**src/rtl/bus_link_xbar.sv**
```systemverilog
// bus_link_xbar - N-node interconnect for inter-bus bridge traffic.
//
// Each node's bridge master pushes {dest, data}. Words are buffered in one
// first-word-fall-through FIFO per destination; competing sources for the
// same destination are arbitrated round-robin, and each delivered word
// carries the ID of the source that issued it.
//
// Ports
//   clock      system clock, all state on rising edge
//   rst        asynchronous active-low reset
//   src_valid  [N]        node s offers a word
//   src_dest   [N*ID_W]   destination ID of node s (ignored in RING_MODE)
//   src_data   [N*DATA_W] payload of node s
//   src_ready  [N]        word of node s accepted or dropped this cycle
//   src_drop   [N]        one-cycle pulse: last cycle's word from s was dropped
//   dst_valid  [N]        FIFO d holds at least one word
//   dst_data   [N*DATA_W] head payload of FIFO d
//   dst_src    [N*ID_W]   source ID of head word of FIFO d
//   dst_ready  [N]        node d consumes the head word
//   fifo_full  [N]        FIFO d holds DEPTH words

// Per-destination FIFO: registered storage, head read straight from memory.
module bus_link_fifo #(
   parameter int W     = 22,
   parameter int DEPTH = 4
) (
   input  logic         clock,
   input  logic         rst,
   input  logic         push,
   input  logic [W-1:0] push_ent,
   input  logic         pop,
   output logic         valid,
   output logic         full,
   output logic [W-1:0] head
);
   localparam int AW = $clog2(DEPTH);

   logic [W-1:0]  mem [DEPTH];
   logic [AW-1:0] wp, rp;
   logic [AW:0]   cnt;
   logic          push_ok, pop_ok;

   assign valid   = (cnt != '0);
   assign full    = (cnt == (AW+1)'(DEPTH));
   assign push_ok = push & ~full;
   assign pop_ok  = pop & valid;
   assign head    = mem[rp];

   always_ff @(posedge clock or negedge rst) begin
      if (!rst) begin
         wp  <= '0;
         rp  <= '0;
         cnt <= '0;
      end else begin
         if (push_ok) wp <= wp + 1'b1;
         if (pop_ok)  rp <= rp + 1'b1;
         case ({push_ok, pop_ok})
            2'b10:   cnt <= cnt + 1'b1;
            2'b01:   cnt <= cnt - 1'b1;
            default: cnt <= cnt;
         endcase
      end
   end

   // Storage is not reset: contents are don't-care while the FIFO is empty.
   always_ff @(posedge clock) begin
      if (push_ok) mem[wp] <= push_ent;
   end
endmodule

module bus_link_xbar #(
   parameter int N_NODES   = 3,
   parameter int ID_W      = 2,
   parameter int DATA_W    = 20,
   parameter int DEPTH     = 4,
   parameter bit RING_MODE = 1'b0
) (
   input  logic                      clock,
   input  logic                      rst,
   input  logic [N_NODES-1:0]        src_valid,
   input  logic [N_NODES*ID_W-1:0]   src_dest,
   input  logic [N_NODES*DATA_W-1:0] src_data,
   output logic [N_NODES-1:0]        src_ready,
   output logic [N_NODES-1:0]        src_drop,
   output logic [N_NODES-1:0]        dst_valid,
   output logic [N_NODES*DATA_W-1:0] dst_data,
   output logic [N_NODES*ID_W-1:0]   dst_src,
   input  logic [N_NODES-1:0]        dst_ready,
   output logic [N_NODES-1:0]        fifo_full
);
   localparam int EW = ID_W + DATA_W;

   logic [N_NODES-1:0][ID_W-1:0]    eff;      // effective dest per source
   logic [N_NODES-1:0]              inv;      // source offers an unroutable word
   logic [N_NODES-1:0][N_NODES-1:0] cand;     // [dest][src]
   logic [N_NODES-1:0][N_NODES-1:0] gnt;      // [dest][src]
   logic [N_NODES-1:0][ID_W-1:0]    gnt_idx;
   logic [N_NODES-1:0][ID_W-1:0]    rr_q;
   logic [N_NODES-1:0][EW-1:0]      push_ent;
   logic [N_NODES-1:0][EW-1:0]      head;
   logic [N_NODES-1:0]              push;

   always_comb begin
      eff  = '0;
      inv  = '0;
      cand = '0;
      for (int s = 0; s < N_NODES; s++) begin
         if (RING_MODE) eff[s] = ID_W'((s + 1) % N_NODES);
         else           eff[s] = src_dest[s*ID_W +: ID_W];
         inv[s] = src_valid[s] &&
                  ((int'(eff[s]) >= N_NODES) || (!RING_MODE && int'(eff[s]) == s));
         for (int d = 0; d < N_NODES; d++)
            cand[d][s] = src_valid[s] && !inv[s] && (int'(eff[s]) == d);
      end
   end

   // Round-robin: search sources above rr_q first, then wrap to 0..rr_q.
   // A full FIFO grants nothing, independent of a same-cycle pop, so that
   // src_ready never depends on dst_ready.
   always_comb begin
      gnt      = '0;
      gnt_idx  = '0;
      push_ent = '0;
      for (int d = 0; d < N_NODES; d++) begin
         logic found;
         found = 1'b0;
         for (int s = 0; s < N_NODES; s++) begin
            if (!found && !fifo_full[d] && cand[d][s] && s > int'(rr_q[d])) begin
               gnt[d][s]  = 1'b1;
               gnt_idx[d] = ID_W'(s);
               found      = 1'b1;
            end
         end
         for (int s = 0; s < N_NODES; s++) begin
            if (!found && !fifo_full[d] && cand[d][s] && s <= int'(rr_q[d])) begin
               gnt[d][s]  = 1'b1;
               gnt_idx[d] = ID_W'(s);
               found      = 1'b1;
            end
         end
         for (int s = 0; s < N_NODES; s++)
            if (gnt[d][s]) push_ent[d] = {ID_W'(s), src_data[s*DATA_W +: DATA_W]};
      end
   end

   always_comb begin
      src_ready = inv;
      push      = '0;
      for (int d = 0; d < N_NODES; d++) begin
         push[d]   = |gnt[d];
         src_ready = src_ready | gnt[d];
      end
   end

   always_ff @(posedge clock or negedge rst) begin
      if (!rst) begin
         for (int d = 0; d < N_NODES; d++) rr_q[d] <= ID_W'(N_NODES - 1);
         src_drop <= '0;
      end else begin
         for (int d = 0; d < N_NODES; d++)
            if (push[d]) rr_q[d] <= gnt_idx[d];
         src_drop <= inv;
      end
   end

   for (genvar d = 0; d < N_NODES; d++) begin : g_dst
      bus_link_fifo #(.W(EW), .DEPTH(DEPTH)) u_fifo (
         .clock    (clock),
         .rst      (rst),
         .push     (push[d]),
         .push_ent (push_ent[d]),
         .pop      (dst_ready[d]),
         .valid    (dst_valid[d]),
         .full     (fifo_full[d]),
         .head     (head[d])
      );
      assign dst_data[d*DATA_W +: DATA_W] = head[d][DATA_W-1:0];
      assign dst_src[d*ID_W +: ID_W]      = head[d][EW-1:DATA_W];
   end
endmodule

```
**config.mk**
```make
export PLATFORM = sky130hd
export DESIGN_NAME = bus_link_xbar
export DESIGN_NICKNAME = d
export VERILOG_FILES = /design/src/rtl/bus_link_xbar.sv
export SDC_FILE = /design/constraint.sdc
export NUM_CORES = 1
export LEC_CHECK = 0
export ABC_CLOCK_PERIOD_IN_PS = 3250
export CAP_MARGIN = 20
export CORE_UTILIZATION = 35
export CTS_BUF_LIST = sky130_fd_sc_hd__clkbuf_8
export DETAILED_ROUTE_END_ITERATION = 8
export PLACE_DENSITY_LB_ADDON = 0.2
export SYNTH_ARGS = -nofsm -noshare
export SYNTH_HDL_FRONTEND = slang
export SYNTH_SLANG_ARGS = --single-unit
```
**constraint.sdc**
```tcl
create_clock -name clock -period 3.25 [get_ports clock]
set_input_delay 0.4875 -clock clock [delete_from_list [all_inputs] [get_ports clock]]
set_output_delay 0.4875 -clock clock [all_outputs]
set_load 0.01 [all_outputs]
```
==> summary.md <==
| Metric | Value |
|---|---|
| Status | `complete, no violations` |
| Total grt overflow | `0` |
| First-pass GRT wire length | `45.8 mm` |
| Fin area | `15400 um2` |
| Routed Antenna Nets | `0` |
| Crit path kind | `reg -> out` |
| Sw power | `3610 uW` |
| Pre-CTS setup slack | `-15.4 ps` |
| Worst hold path type | `in -> async` |
| Post-Syn Instances | `639` |
| Final Util | `44.6%` |
| Largest net degree at the start of global routing | `30` |
| Final WS setup | `161 ps` |
| Leak pwr | `0.00548 uW` |
| Final setup TNS | `0 ps` |
| Vias in the first global route | `7250` |
| Vias per cell | `5.05` |
| P per Cell Area | `788 nW/um2` |
| Final count of pins violating max slew | `0` |
| Synth-to-Final Area Change | `26.1%` |
| RSZ-0062 raised after global routing | `no` |
| Final #Nets | `944` |
| Switching share of power | `29.8%` |
| CTS Buffer Depth | `3` |
| Die width | `189 um` |
| FF+latch count, synth | `293` |
| Die area | `35600 um2` |
| Core Region | `34500 um2` |
| Clock transition at path regs | `70 ps` |
| Setup Skew | `20.7 ps` |
| Crit path time final | `3090 ps` |
| Synth Flop Type | `edfxtp_1` |
| Netlist Area Pre-Place | `12200 um2` |
| Synth async-reset ratio | `9.90%` |
| Fraction of layout cells with a size suffix above 1 | `22.1%` |
| Setup Viol. Count Final | `0` |
| Final Hold Vio Count | `0` |
| Die Height | `189 um` |
| EDFF count, synth | `264` |
| Startpoint Class | `register` |
| CP Capture Type | `output port` |
| VDD IR max | `0.308 mV` |
| Total CTS buffers | `49` |
| Gpl congestion | `0.912` |
| PortBufs | `151` |
| Fmax | `324 MHz` |
| Worst skew pair latency | `550 ps` |
| Clk root buf | `clkbuf_8` |
| Post CTS Setup Buffer Count | `0` |
| Final WL | `30.4 mm` |
| Reg2reg start | `g_dst[2].u_fifo.cnt[0]$_DFFE_PN0P_` |
| Initial DRC count | `387` |
| CP max FO | `4` |
| Worst endpoint data arrival time | `2600 ps` |
| Internal | `8510 uW` |
| H-tree depth | `2` |
| Netlist cell types | `45` |
| Sequential cell area fraction in the yosys report | `71.0%` |
| Initial antenna violation count | `5` |
| DRC Markers | `0` |
| Hpwl dp | `20.8 mm` |
| Worst R2R Setup Slack | `590 ps` |
| Initial Util | `35.4%` |
| TritonRoute pass-1 iters | `4` |
| Comb pwr share | `34.2%` |
| Worst r2r path cells | `10` |
| Cell Rows | `68` |
| MaxCap Viol Count | `0` |
| Fin crit share | `95.1%` |
| YS warnings | `0` |
| Data required time of the critical path | `2760 ps` |
| Clock power frac | `25.5%` |
| I/O pin cnt | `152` |
| FF-to-FF End | `g_dst[2].u_fifo.cnt[2]$_DFFE_PN0P_` |
| WL per Instance | `22.7 um` |
| Overall routing resource usage | `17.3%` |
| Via count | `6773` |
| Syn Area/Cell | `19.1 um2` |
| Cell Area, Placed | `14500 um2` |
| CTS tree | `done` |
| Clock net sink count | `293` |
| Register share of total power | `40.3%` |
repair_timing:
item,in CTS,in global routing
resized for setup,3,1
hold buffers,0,0
pin swaps,0,0
endpoints found under the hold margin,0,0
setup endpoints to repair,3,1
Yosys cell counts (14+ instances only):
cell type  instances  share of area, %
a22o_1            20               1.4
inv_1             24              0.74
nor3b_1           22               1.4
clkbuf_1          14              0.43
nor2_1            27              0.83
mux4_2            66                12
mux2i_1           20               1.6
a221o_1           18               1.5
and2_1            14              0.72
edfxtp_1         264                65
dfrtp_1           26               5.3
ha_1              18               1.8
buf_2             14              0.57
cells in the final DEF (no fill, tap or decap), types with 2 or more instances in the layout:
| cell | synthesis | layout |
|---|---|---|
| nor3b_1 | 22 | 22 |
| mux4_2 | 66 | 66 |
| clkinvlp_4 | 0 | 2 |
| a221o_2 | 2 | 2 |
| a22o_1 | 20 | 20 |
| buf_12 | 0 | 4 |
| or3b_2 | 4 | 3 |
| or3_1 | 5 | 5 |
| mux2_2 | 3 | 3 |
| clkinv_2 | 0 | 9 |
| dfrtp_1 | 26 | 26 |
| clkdlybuf4s50_1 | 0 | 148 |
| a21oi_2 | 0 | 2 |
| mux2i_1 | 20 | 20 |
| nand2_1 | 9 | 9 |
| bufinv_16 | 0 | 3 |
| ha_1 | 18 | 18 |
| a221o_1 | 18 | 18 |
| xor2_1 | 9 | 9 |
| edfxtp_1 | 264 | 264 |
| nand2b_1 | 2 | 2 |
| nand3_1 | 2 | 2 |
| nor2_1 | 27 | 27 |
| clkbuf_8 | 0 | 49 |
| inv_1 | 24 | 31 |
| a21o_1 | 2 | 2 |
| nor2b_1 | 6 | 2 |
| fa_1 | 3 | 3 |
| o21ai_0 | 3 | 3 |
| and2_1 | 14 | 14 |
| nand4_1 | 3 | 3 |
| xnor2_1 | 9 | 9 |
| nor2b_2 | 0 | 4 |
| dfstp_2 | 3 | 3 |
| dlygate4sd2_1 | 0 | 2 |
| conb_1 | 1 | 8 |
| buf_4 | 6 | 36 |
| clkinv_1 | 0 | 15 |
kinds of logic after synthesis:
kind of cell	share of synthesized area, %
flip-flops	71.0
adder cells (fa/ha/maj)	2.34
multiplexers	14.1
XOR/XNOR	1.29
AND/OR/NAND/NOR	4.88
AO/OA/AOI/OAI	3.93
other	0.0307
buffers and inverters	2.45
per-stage QoR:
step / total power, uW / std cells / hold WS [ps]
2_1_floorplan: 7250 / 646 / 192
3_3_place_gp: 9070 / 1253 / 461
3_5_place_dp: 9190 / 1253 / 464
6_report: 12100 / 1340 / 345
4_1_cts: 12300 / 1339 / 313
5_1_grt: 12700 / 1340 / 340
layer usage:
layer  global-route usage [%]  vias up  wire (um)
met3                     5.05       48       2470
met2                     28.3      246      14600
met1                     22.6     3503      12700
met5                        0        -         43
li1                         -     2970          -
met4                     4.65        6        572
critical path, stage by stage, from the launching register on:
cell	delay, ps
dfrtp_1	410
or3b_2	540
nand4_1	150
o21ba_2	170
or4_1	480
dlygate4sd2_1	310
power by group through the flow:
| stage | Clock, uW | Sequential (uW) | Combinational [uW] |
|---|---|---|---|
| floorplan | 0 | 4900 | 2340 |
| global placement | 0 | 4930 | 4150 |
| detailed placement | 0 | 4970 | 4220 |
| CTS | 3190 | 4890 | 4240 |
| global route | 3340 | 4940 | 4460 |
| finish | 3090 | 4890 | 4140 |
area by class of cell:
cell class | count | area (um2)
fillers | 3007 | 19100
flip-flops and latches | 293 | 8660
multi-input cells | 290 | 3290
repair buffers | 191 | 1860
clock buffers | 49 | 674
well taps | 455 | 569
clock inverters | 37 | 241
inverters | 24 | 90.1
diodes | 1 | 2.50
sequential cells by signal (all words and copies together) (netlist names):
name and flops:
src_drop 3, g_dst.u_fifo.cnt 9, g_dst.u_fifo.wp 6, g_dst.u_fifo.mem 264, g_dst.u_fifo.rp 6, rr_q 5
how the worst max path moves through the flow:
stage                                                   from  cells after the start                                   to  slack [ps]
after floorplan                                  src_dest[0]                      6  g_dst[1].u_fifo.mem[0][0]$_DFFE_PP_         550
final                     g_dst[1].u_fifo.cnt[1]$_DFFE_PN0P_                      5                         src_ready[0]         160
after CTS                                        src_dest[1]                      9                         src_ready[1]          30
after global placement                           src_dest[0]                      9                         src_ready[0]         -10
after detailed placement                         src_dest[0]                      9                         src_ready[0]         -20
after global routing      g_dst[1].u_fifo.cnt[1]$_DFFE_PN0P_                      5                         src_ready[0]          70
No activity file was read; power rests on OpenSTA's default activity.
